==> src/rtl/mmcm_seq_pkg.sv <==
// Shared types and defaults for the clocking-primitive reset sequencer.
package mmcm_seq_pkg;

    typedef enum logic [2:0] {
        PULSE,
        WAIT_LOCK,
        STABLE,
        RELEASE,
        RUN,
        FAIL,
        PDOWN
    } state_t;

    localparam int unsigned DEF_RST_PULSE_CYCLES     = 8;
    localparam int unsigned DEF_LOCK_TIMEOUT_CYCLES  = 1000;
    localparam int unsigned DEF_LOCK_STABLE_CYCLES   = 16;
    localparam int unsigned DEF_RELEASE_DELAY_CYCLES = 16;
    localparam int unsigned DEF_MAX_RETRIES          = 3;
    localparam int unsigned DEF_CNT_W                = 16;
    localparam int unsigned LOST_CNT_W               = 8;

endpackage

==> src/rtl/sync_2ff.sv <==
// Two-flop synchroniser for a single asynchronous level, cleared by a synchronous reset.
module sync_2ff (
    input  logic clk,
    input  logic rst,
    input  logic d,
    output logic q
);

    logic meta;

    always_ff @(posedge clk) begin
        if (rst) begin
            meta <= 1'b0;
            q    <= 1'b0;
        end else begin
            meta <= d;
            q    <= meta;
        end
    end

endmodule

==> src/rtl/mmcm_reset_sequencer.sv <==
// Drives the clocking primitive's rst/pwrdwn pins, waits for a stable lock with
// timeout and retries, and releases the downstream system reset once locked.
module mmcm_reset_sequencer
    import mmcm_seq_pkg::*;
#(
    parameter int unsigned RST_PULSE_CYCLES     = DEF_RST_PULSE_CYCLES,
    parameter int unsigned LOCK_TIMEOUT_CYCLES  = DEF_LOCK_TIMEOUT_CYCLES,
    parameter int unsigned LOCK_STABLE_CYCLES   = DEF_LOCK_STABLE_CYCLES,
    parameter int unsigned RELEASE_DELAY_CYCLES = DEF_RELEASE_DELAY_CYCLES,
    parameter int unsigned MAX_RETRIES          = DEF_MAX_RETRIES,
    parameter int unsigned CNT_W                = DEF_CNT_W
) (
    input  logic                               clkin1,
    input  logic                               rst,
    input  logic                               locked,
    input  logic                               pwrdwn_req,
    input  logic                               relock_req,
    output logic                               mmcm_rst,
    output logic                               mmcm_pwrdwn,
    output logic                               sys_rst,
    output logic                               ready,
    output logic                               fail,
    output logic [$clog2(MAX_RETRIES+1)-1:0]   retry_cnt,
    output logic [LOST_CNT_W-1:0]              lost_cnt
);

    localparam int unsigned RETRY_W = $clog2(MAX_RETRIES + 1);

    localparam logic [CNT_W-1:0]   PULSE_LAST   = CNT_W'(RST_PULSE_CYCLES - 1);
    localparam logic [CNT_W-1:0]   TIMEOUT_LAST = CNT_W'(LOCK_TIMEOUT_CYCLES - 1);
    localparam logic [CNT_W-1:0]   STABLE_LAST  = CNT_W'(LOCK_STABLE_CYCLES - 1);
    localparam logic [CNT_W-1:0]   RELEASE_LAST = CNT_W'(RELEASE_DELAY_CYCLES - 1);
    localparam logic [RETRY_W-1:0] RETRY_MAX    = RETRY_W'(MAX_RETRIES);

    state_t                  state;
    state_t                  state_nxt;
    logic [CNT_W-1:0]        cnt;
    logic [RETRY_W-1:0]      retry_nxt;
    logic [LOST_CNT_W-1:0]   lost_nxt;
    logic                    locked_s;
    logic                    mmcm_rst_nxt;
    logic                    mmcm_pwrdwn_nxt;
    logic                    sys_rst_nxt;
    logic                    ready_nxt;
    logic                    fail_nxt;

    sync_2ff u_lock_sync (
        .clk (clkin1),
        .rst (rst),
        .d   (locked),
        .q   (locked_s)
    );

    // State, shared counter and registered Moore outputs.
    always_ff @(posedge clkin1) begin
        if (rst) begin
            state       <= PULSE;
            cnt         <= '0;
            retry_cnt   <= '0;
            lost_cnt    <= '0;
            mmcm_rst    <= 1'b1;
            mmcm_pwrdwn <= 1'b0;
            sys_rst     <= 1'b1;
            ready       <= 1'b0;
            fail        <= 1'b0;
        end else begin
            state       <= state_nxt;
            retry_cnt   <= retry_nxt;
            lost_cnt    <= lost_nxt;
            mmcm_rst    <= mmcm_rst_nxt;
            mmcm_pwrdwn <= mmcm_pwrdwn_nxt;
            sys_rst     <= sys_rst_nxt;
            ready       <= ready_nxt;
            fail        <= fail_nxt;
            if (state_nxt != state) begin
                cnt <= '0;
            end else if (cnt != '1) begin
                cnt <= cnt + CNT_W'(1);
            end
        end
    end

    // Next state; outputs are decoded from the next state so they line up with it.
    always_comb begin
        state_nxt = state;
        retry_nxt = retry_cnt;
        lost_nxt  = lost_cnt;

        case (state)
            PULSE: begin
                if (cnt == PULSE_LAST) state_nxt = WAIT_LOCK;
            end
            WAIT_LOCK: begin
                if (locked_s) begin
                    state_nxt = STABLE;
                end else if (cnt == TIMEOUT_LAST) begin
                    if (retry_cnt == RETRY_MAX) begin
                        state_nxt = FAIL;
                    end else begin
                        retry_nxt = retry_cnt + RETRY_W'(1);
                        state_nxt = PULSE;
                    end
                end
            end
            STABLE: begin
                if (!locked_s) begin
                    state_nxt = WAIT_LOCK;
                end else if (cnt == STABLE_LAST) begin
                    state_nxt = RELEASE;
                end
            end
            RELEASE: begin
                if (!locked_s) begin
                    state_nxt = PULSE;
                end else if (cnt == RELEASE_LAST) begin
                    retry_nxt = '0;
                    state_nxt = RUN;
                end
            end
            RUN: begin
                if (!locked_s) begin
                    if (lost_cnt != '1) lost_nxt = lost_cnt + LOST_CNT_W'(1);
                    state_nxt = PULSE;
                end else if (relock_req) begin
                    state_nxt = PULSE;
                end
            end
            FAIL: begin
                if (relock_req) begin
                    retry_nxt = '0;
                    state_nxt = PULSE;
                end
            end
            PDOWN: begin
                retry_nxt = '0;
                state_nxt = PULSE;
            end
            default: state_nxt = PULSE;
        endcase

        // Power-down overrides everything except rst and discards this cycle's updates.
        if (pwrdwn_req) begin
            state_nxt = PDOWN;
            retry_nxt = retry_cnt;
            lost_nxt  = lost_cnt;
        end

        mmcm_rst_nxt    = (state_nxt == PULSE) || (state_nxt == PDOWN);
        mmcm_pwrdwn_nxt = (state_nxt == PDOWN);
        sys_rst_nxt     = (state_nxt != RUN);
        ready_nxt       = (state_nxt == RUN);
        fail_nxt        = (state_nxt == FAIL);
    end

endmodule
==> config.mk <==
export PLATFORM = sky130hd
export DESIGN_NAME = mmcm_reset_sequencer
export DESIGN_NICKNAME = d
export VERILOG_FILES = /design/src/rtl/mmcm_seq_pkg.sv /design/src/rtl/sync_2ff.sv /design/src/rtl/mmcm_reset_sequencer.sv
export SDC_FILE = /design/constraint.sdc
export NUM_CORES = 1
export LEC_CHECK = 0
export ABC_AREA = 1
export BUFFER_PORTS_ARGS = -buffer_cell sky130_fd_sc_hd__buf_2
export CORE_UTILIZATION = 53
export CTS_BUF_LIST = sky130_fd_sc_hd__clkbuf_16
export DETAILED_ROUTE_END_ITERATION = 12
export PLACE_DENSITY = 0.82
export SYNTH_ARGS = -nofsm -noshare
export SYNTH_HDL_FRONTEND = slang
export SYNTH_SLANG_ARGS = --single-unit
==> constraint.sdc <==
create_clock -name clkin1 -period 1.86 [get_ports clkin1]
set_input_delay 0.186 -clock clkin1 [delete_from_list [all_inputs] [get_ports clkin1]]
set_output_delay 0.186 -clock clkin1 [all_outputs]
set_load 0.02 [all_outputs]
==> results of run 1 <==
-- cell type report --
| class | count | area share [%] |
|---|---|---|
| clock buffer | 5 | 5.18 |
| multi-input combinational | 206 | 48.5 |
| timing repair buffer | 29 | 7.56 |
| tap | 48 | 2.49 |
| sequential | 36 | 30.1 |
| inverter | 37 | 5.75 |
| clock inverter | 2 | 0.363 |
-- logic make-up after synthesis --
kind of cell	count (synthesis)	share of synthesized area (%)
and+or+nand+nor	167	41.7
buffers and inverters	39	8.03
DFF	36	35.6
AOI/OAI and AO/OA	21	6.30
xor gates and xnor gates	14	6.06
adders and majority gates	3	1.85
muxes	1	0.494
-- worst max-delay path, stage by stage (launching register included) --
cell and delay (ns):
dfxtp_2 0.35, ha_4 0.15, nand3_1 0.12, nor2_2 0.15, nand3_1 0.13, nor2_1 0.13, nor2_1 0.06, nand3_2 0.08
nand2_2 0.08, o21ai_2 0.10, nand3_4 0.12, buf_12 0.17, nor2_2 0.08
-- power breakdown --
| part | switching [W] | leakage (nW) | internal [W] |
|---|---|---|---|
| Clock | 0.000297 | 0.0709 | 0.000480 |
| Sequential | 0.0000161 | 0.295 | 0.000790 |
| Combinational | 0.000102 | 0.686 | 0.0000616 |
-- what timing repair did --
item / in CTS / in global routing
setup buffers: 2 / 0
pin swaps: 1 / 2
endpoints found under the setup margin: 16 / 23
gates resized for setup: 1 / 12
cloned: 0 / 0
-- layout by cell type, fill, tap and decap left out, drive strengths merged --
| master | count |
|---|---|
| a211oi | 1 |
| a21oi | 7 |
| and3 | 2 |
| buf | 29 |
| clkbuf | 5 |
| clkinv | 2 |
| dfxtp | 36 |
| ha | 3 |
| inv | 37 |
| mux2i | 1 |
| nand2 | 64 |
| nand3 | 19 |
| nand4 | 5 |
| nor2 | 66 |
| nor3 | 7 |
| nor3b | 2 |
| nor4 | 2 |
| o211ai | 1 |
| o21ai | 11 |
| o21bai | 1 |
| xnor2 | 4 |
| xor2 | 10 |
-- sequential cells by signal (all words and copies together), names as in the netlist, 2 cells and up --
register and count:
cnt 16, lost_cnt 8, retry_cnt 2, state 3
-- worst paths after layout --
kind / startpoint / end / slack, ns / cells after the start
setup / recovery: cnt[1] / cnt[6] / 0.06 / 12
hold / removal: locked / u_lock_sync.meta / 0.11 / 3
setup reg to reg: cnt[1] / cnt[6] / 0.06 / 12
hold reg to reg: u_lock_sync.meta / u_lock_sync.q / 0.41 / 2
-- metrics by stage --
stage / std cells / setup TNS (ns) / power (W) / worst slack, ns
2_1_floorplan: 281 / 0 / 0.000936 / 0.127
3_3_place_gp: 354 / -0.0579 / 0.000966 / -0.0101
3_5_place_dp: 354 / -1.16 / 0.000969 / -0.0945
4_1_cts: 363 / 0 / 0.00175 / 0.00162
5_1_grt: 363 / -0.172 / 0.00180 / -0.0332
6_report: 363 / 0 / 0.00175 / 0.0611
-- metal layers --
metal	vias up	share of wire, %	routed length, um
met5	-	0	0
met4	0	2.1	80
met3	10	4.5	176
met2	37	46	1780
met1	815	47	1840
li1	949	-	-
==> results.cfg, run 1 <==
[logic_synthesis]
mappedNetlistArea_sq_um = 2020
yosys-top-cells-count = nand2_1 (56), nor2_1 (46), dfxtp_1 (36), inv_1 (31), nand3_1 (14)
yosysTopAreaCell = dfxtp_1
synth_cell_type_count = 30
ys_ff_latch = 36
synthesis.nets = 289
synthArstFlopShare_pct = 0
synth_top_cell_area_share_pct = 35.6
yosys_warnings = 0
syn-instance-count = 281
synth_ff_type = dfxtp_1
seq_area_frac_synth_pct = 35.6
post_synth.cell_area_avg_sq_um = 7.20
synthTopCellsByArea = dfxtp_1 (36%), nand2_1 (10%), nor2_1 (8.5%)
synth_edf_count = 0
synth_most_common_cell = nand2_1

[job]
drv_cap = 0

[placed_design]
port-buffer-count = 19
hpwl_um = 2810
place_area_sq_um = 2220
place_congestion = 0.887

[die]
die_h_um = 63.8
die_area_sq_um = 4070
core_area_sq_um = 3660
initial_core_util_pct = 55.3
pin_count = 20
die_x_um = 63.8
num_rows = 22

[timing]
holdWs_ns = 0.109
min_period_ns = 1.80
fin_crit_sh_pct = 96.7
setup_viol_count_final = 0
worstMarginPinSlew_ns = 0.358
finClkSkew_ns = 0.00477
rsz0062_at_grt = yes
slew_headroom_pct = 75.9
finalHoldViolations = 0
slew_violations = 0
fmax_ghz = 0.556

[route]
postRouteAntennaNets = 0
drt_iter0_drc = 109
routed-via-count = 1811
vias_per_cell = 4.99
totalWireLength_um = 3880
wl_per_cell_um = 10.7
drc = 0
dr.pass1.iters = 4

[finish]
fin_nets = 323
layout-drive-gt1-share_pct = 27.3
fillers = 300
syn_to_final_growth_pct = 19.3
design_area_sq_um = 2420
register_area_sq_um = 728
n_antenna_cell = 0
multi_input_area_sq_um = 1170
fin_util_pct = 66.0

[clocking]
post_cts_hold_buffer_count = 0
cts_tree = built
clk_pin_slew_ns = 0.05
cts_buffers = 5
cts_sinks = 36
clock_latency_ns = 0.28
cts_max_level = 2
cts-root-buf = clkbuf_16
cts_max_path_buffers = 2

[power_and_ir_drop]
leakage_nw = 1.05
irDropWorstVdd_mv = 0.521
power_density_nw_per_um2 = 723

[global_route]
use_met1_pct = 25.4
grt.overflow.total = 0
use_met2_pct = 35.2
grt_max_degree = 12
grt_pass1_wl_um = 6710
grt_busiest_layer = met2
antenna_found_initial = 0
grt_pass1_vias = 1670
grt_util_met3_pct = 6.96
grt_use_total_pct = 21.2

[outcome]
status = completed

[critical_path]
worstPathArrival_ns = 2.01
crit_fanout = 11
startpoint_type = flop
cp.required_ns = 2.07
critPathKind = reg2reg
cp-end-kind = flop

[worst_hold_path]
hold_path_class = in2reg
Power figures use the tool's default switching activity.
==> inputs of run 2 (changes only) <==
--- a/config.mk
+++ b/config.mk
@@ -7,10 +7,11 @@
 export LEC_CHECK = 0
 export ABC_AREA = 1
 export BUFFER_PORTS_ARGS = -buffer_cell sky130_fd_sc_hd__buf_2
+export CORE_MARGIN = 1.5
 export CORE_UTILIZATION = 53
 export CTS_BUF_LIST = sky130_fd_sc_hd__clkbuf_16
 export DETAILED_ROUTE_END_ITERATION = 12
-export PLACE_DENSITY = 0.82
+export PLACE_DENSITY = 0.84
 export SYNTH_ARGS = -nofsm -noshare
 export SYNTH_HDL_FRONTEND = slang
 export SYNTH_SLANG_ARGS = --single-unit
==> run 2 against run 1 <==
Effect of this change:
- first-iteration DRC count increased by 150%
- flip-flop and latch count unchanged
- global-route usage increased by 0.39 points
- clock-buffer cell count unchanged
- critical path type unchanged
- worst hold slack got worse by 0.0031 ns
- cell count decreased by 0.28%
==> results.cfg, run 2 (synthesized netlist as in run 1, its figures left out) <==
[die]
die_h_um = 64.8
die_x_um = 64.8
initial_core_util_pct = 55.3
core_area_sq_um = 3660
num_rows = 22
die_area_sq_um = 4200
pin_count = 20

[placed_design]
hpwl_um = 2890
port-buffer-count = 19
place_congestion = 0.888
dp_slack_ns = -0.104

[global_route]
grt_pass1_vias = 1644
grt_pass1_wl_um = 6900
grt.overflow.total = 0
antenna_found_initial = 0
grt_use_total_pct = 21.6
grt_max_degree = 12

[critical_path]
crit_fanout = 5
reg2reg_slack_ns = 0.01
r2r-end = retry_cnt[1]
startpoint_type = flop
reg2regPathDepth = 11
cp-end-kind = flop
reg2reg_from = state[0]
cp.required_ns = 2.03
critPathKind = reg2reg
worstPathArrival_ns = 2.02

[timing]
min_period_ns = 1.85
finalHoldViolations = 0
slew_violations = 0
finClkSkew_ns = 0.00576
rsz0062_at_grt = yes
worst_slack_ns = 0.0101
worstMarginPinSlew_ns = 0.341
fin_crit_sh_pct = 99.5
fin_setup_tns_ns = 0
slew_headroom_pct = 77.1
fmax_ghz = 0.541
setup_viol_count_final = 0

[power_and_ir_drop]
leakage_nw = 1.06
seqPwrFrac_pct = 45.7
clkPwrFrac_pct = 44.2
irDropWorstVdd_mv = 0.560
power_density_nw_per_um2 = 711
swShare_pct = 24.4
combPwrFrac_pct = 10.1
internal_power_w = 0.00133
fin_total_pwr_w = 0.00177
switchingPower_w = 0.000432

[clocking]
post_cts_hold_buffer_count = 0
clock_latency_ns = 0.28
cts_tree = built
cts-root-buf = clkbuf_16
cts_sinks = 36
cts_buffers = 5
cts_max_path_buffers = 2
clk_pin_slew_ns = 0.05
cts_max_level = 2

[route]
routed-via-count = 1986
dr.pass1.iters = 6
drt_iter0_drc = 271
wl_per_cell_um = 13.5
postRouteAntennaNets = 0
drc = 0
totalWireLength_um = 4900
vias_per_cell = 5.49

[finish]
register_area_sq_um = 738
largest_reg_flops = 16
top_register = cnt
layout_common_cells = nand2_1 (52), nor2_1 (42), inv_1 (32), dfxtp_1 (26), buf_2 (19)
final_common_cell = nand2_1
fillers = 281
syn_to_final_growth_pct = 22.7
fin_util_pct = 67.9
fin_nets = 322
multi_input_area_sq_um = 1230
layout-drive-gt1-share_pct = 30.9
n_antenna_cell = 0
largestRegisters = cnt (16), lost_cnt (8), state (3)

[outcome]
status = completed

[worst_hold_path]
whs_endpoint = u_lock_sync.meta
hp-start = locked
hold_path_class = in2reg
holdPathStages = 3

[job]
drv_cap = 0
-- run 2: stage by stage --
stage	instances	area (sq um)	hold WS, ns
6_report	362	2480	0.106
5_1_grt	362	2480	0.129
4_1_cts	362	2370	0.106
3_5_place_dp	353	2210	0.395
3_3_place_gp	353	2210	0.389
2_1_floorplan	281	2020	0.293
-- run 2: final cells by class --
type | count | share of cell area (%)
Tap cell | 48 | 2.42
Inverter | 37 | 5.59
Multi-Input combinational cell | 206 | 49.7
Sequential cell | 36 | 29.7
Timing Repair Buffer | 28 | 7.20
Clock buffer | 5 | 5.04
Clock inverter | 2 | 0.352
-- run 2: layer usage --
layer	vias to the layer above	part of all wire, %	track usage, %
li1	956	-	-
met1	897	41	27.9
met2	105	47	33.0
met3	28	8.1	6.25
met4	0	3.6	10.4
met5	-	0	0
-- run 2: how the worst max path moves through the flow --
stage                      startpoint      endpoint  slack [ns]  depth (start not counted)
after floorplan           lost_cnt[0]   lost_cnt[6]        0.13                          9
after global placement         cnt[1]        cnt[2]       -0.02                         11
after detailed placement       cnt[1]        cnt[4]       -0.10                         11
after CTS                      cnt[1]        cnt[4]       0.006                         12
after global routing         state[0]  retry_cnt[1]       -0.15                         12
final                        state[0]  retry_cnt[1]        0.01                         11
-- run 2: repair_timing --
| action | 4_1_cts | 5_1_grt |
|---|---|---|
| setup endpoints to repair | 16 | 19 |
| resized for setup | 2 | 32 |
| cloned | 0 | 0 |
| hold endpoints to repair | 0 | 0 |
| buffers inserted | 2 | 0 |
| pin swaps | 1 | 3 |
-- run 2: power groups by stage --
stage,registers (W),logic [W],clock network [W]
after floorplan,0.000830,0.000106,0
after global placement,0.000820,0.000146,0
after detailed placement,0.000821,0.000150,0
after CTS,0.000805,0.000164,0.000782
after global routing,0.000810,0.000195,0.000816
final,0.000808,0.000178,0.000780
-- run 2: critical path, cell delays in order (launching register included) --
cell	delay [ns]
dfxtp_4	0.36
inv_2	0.13
nand2_1	0.12
o21ai_0	0.23
nor2_1	0.11
nand2_1	0.07
nand2_1	0.06
a211oi_1	0.32
buf_4	0.19
nand2_1	0.05
nand2_1	0.05
nor2_1	0.04
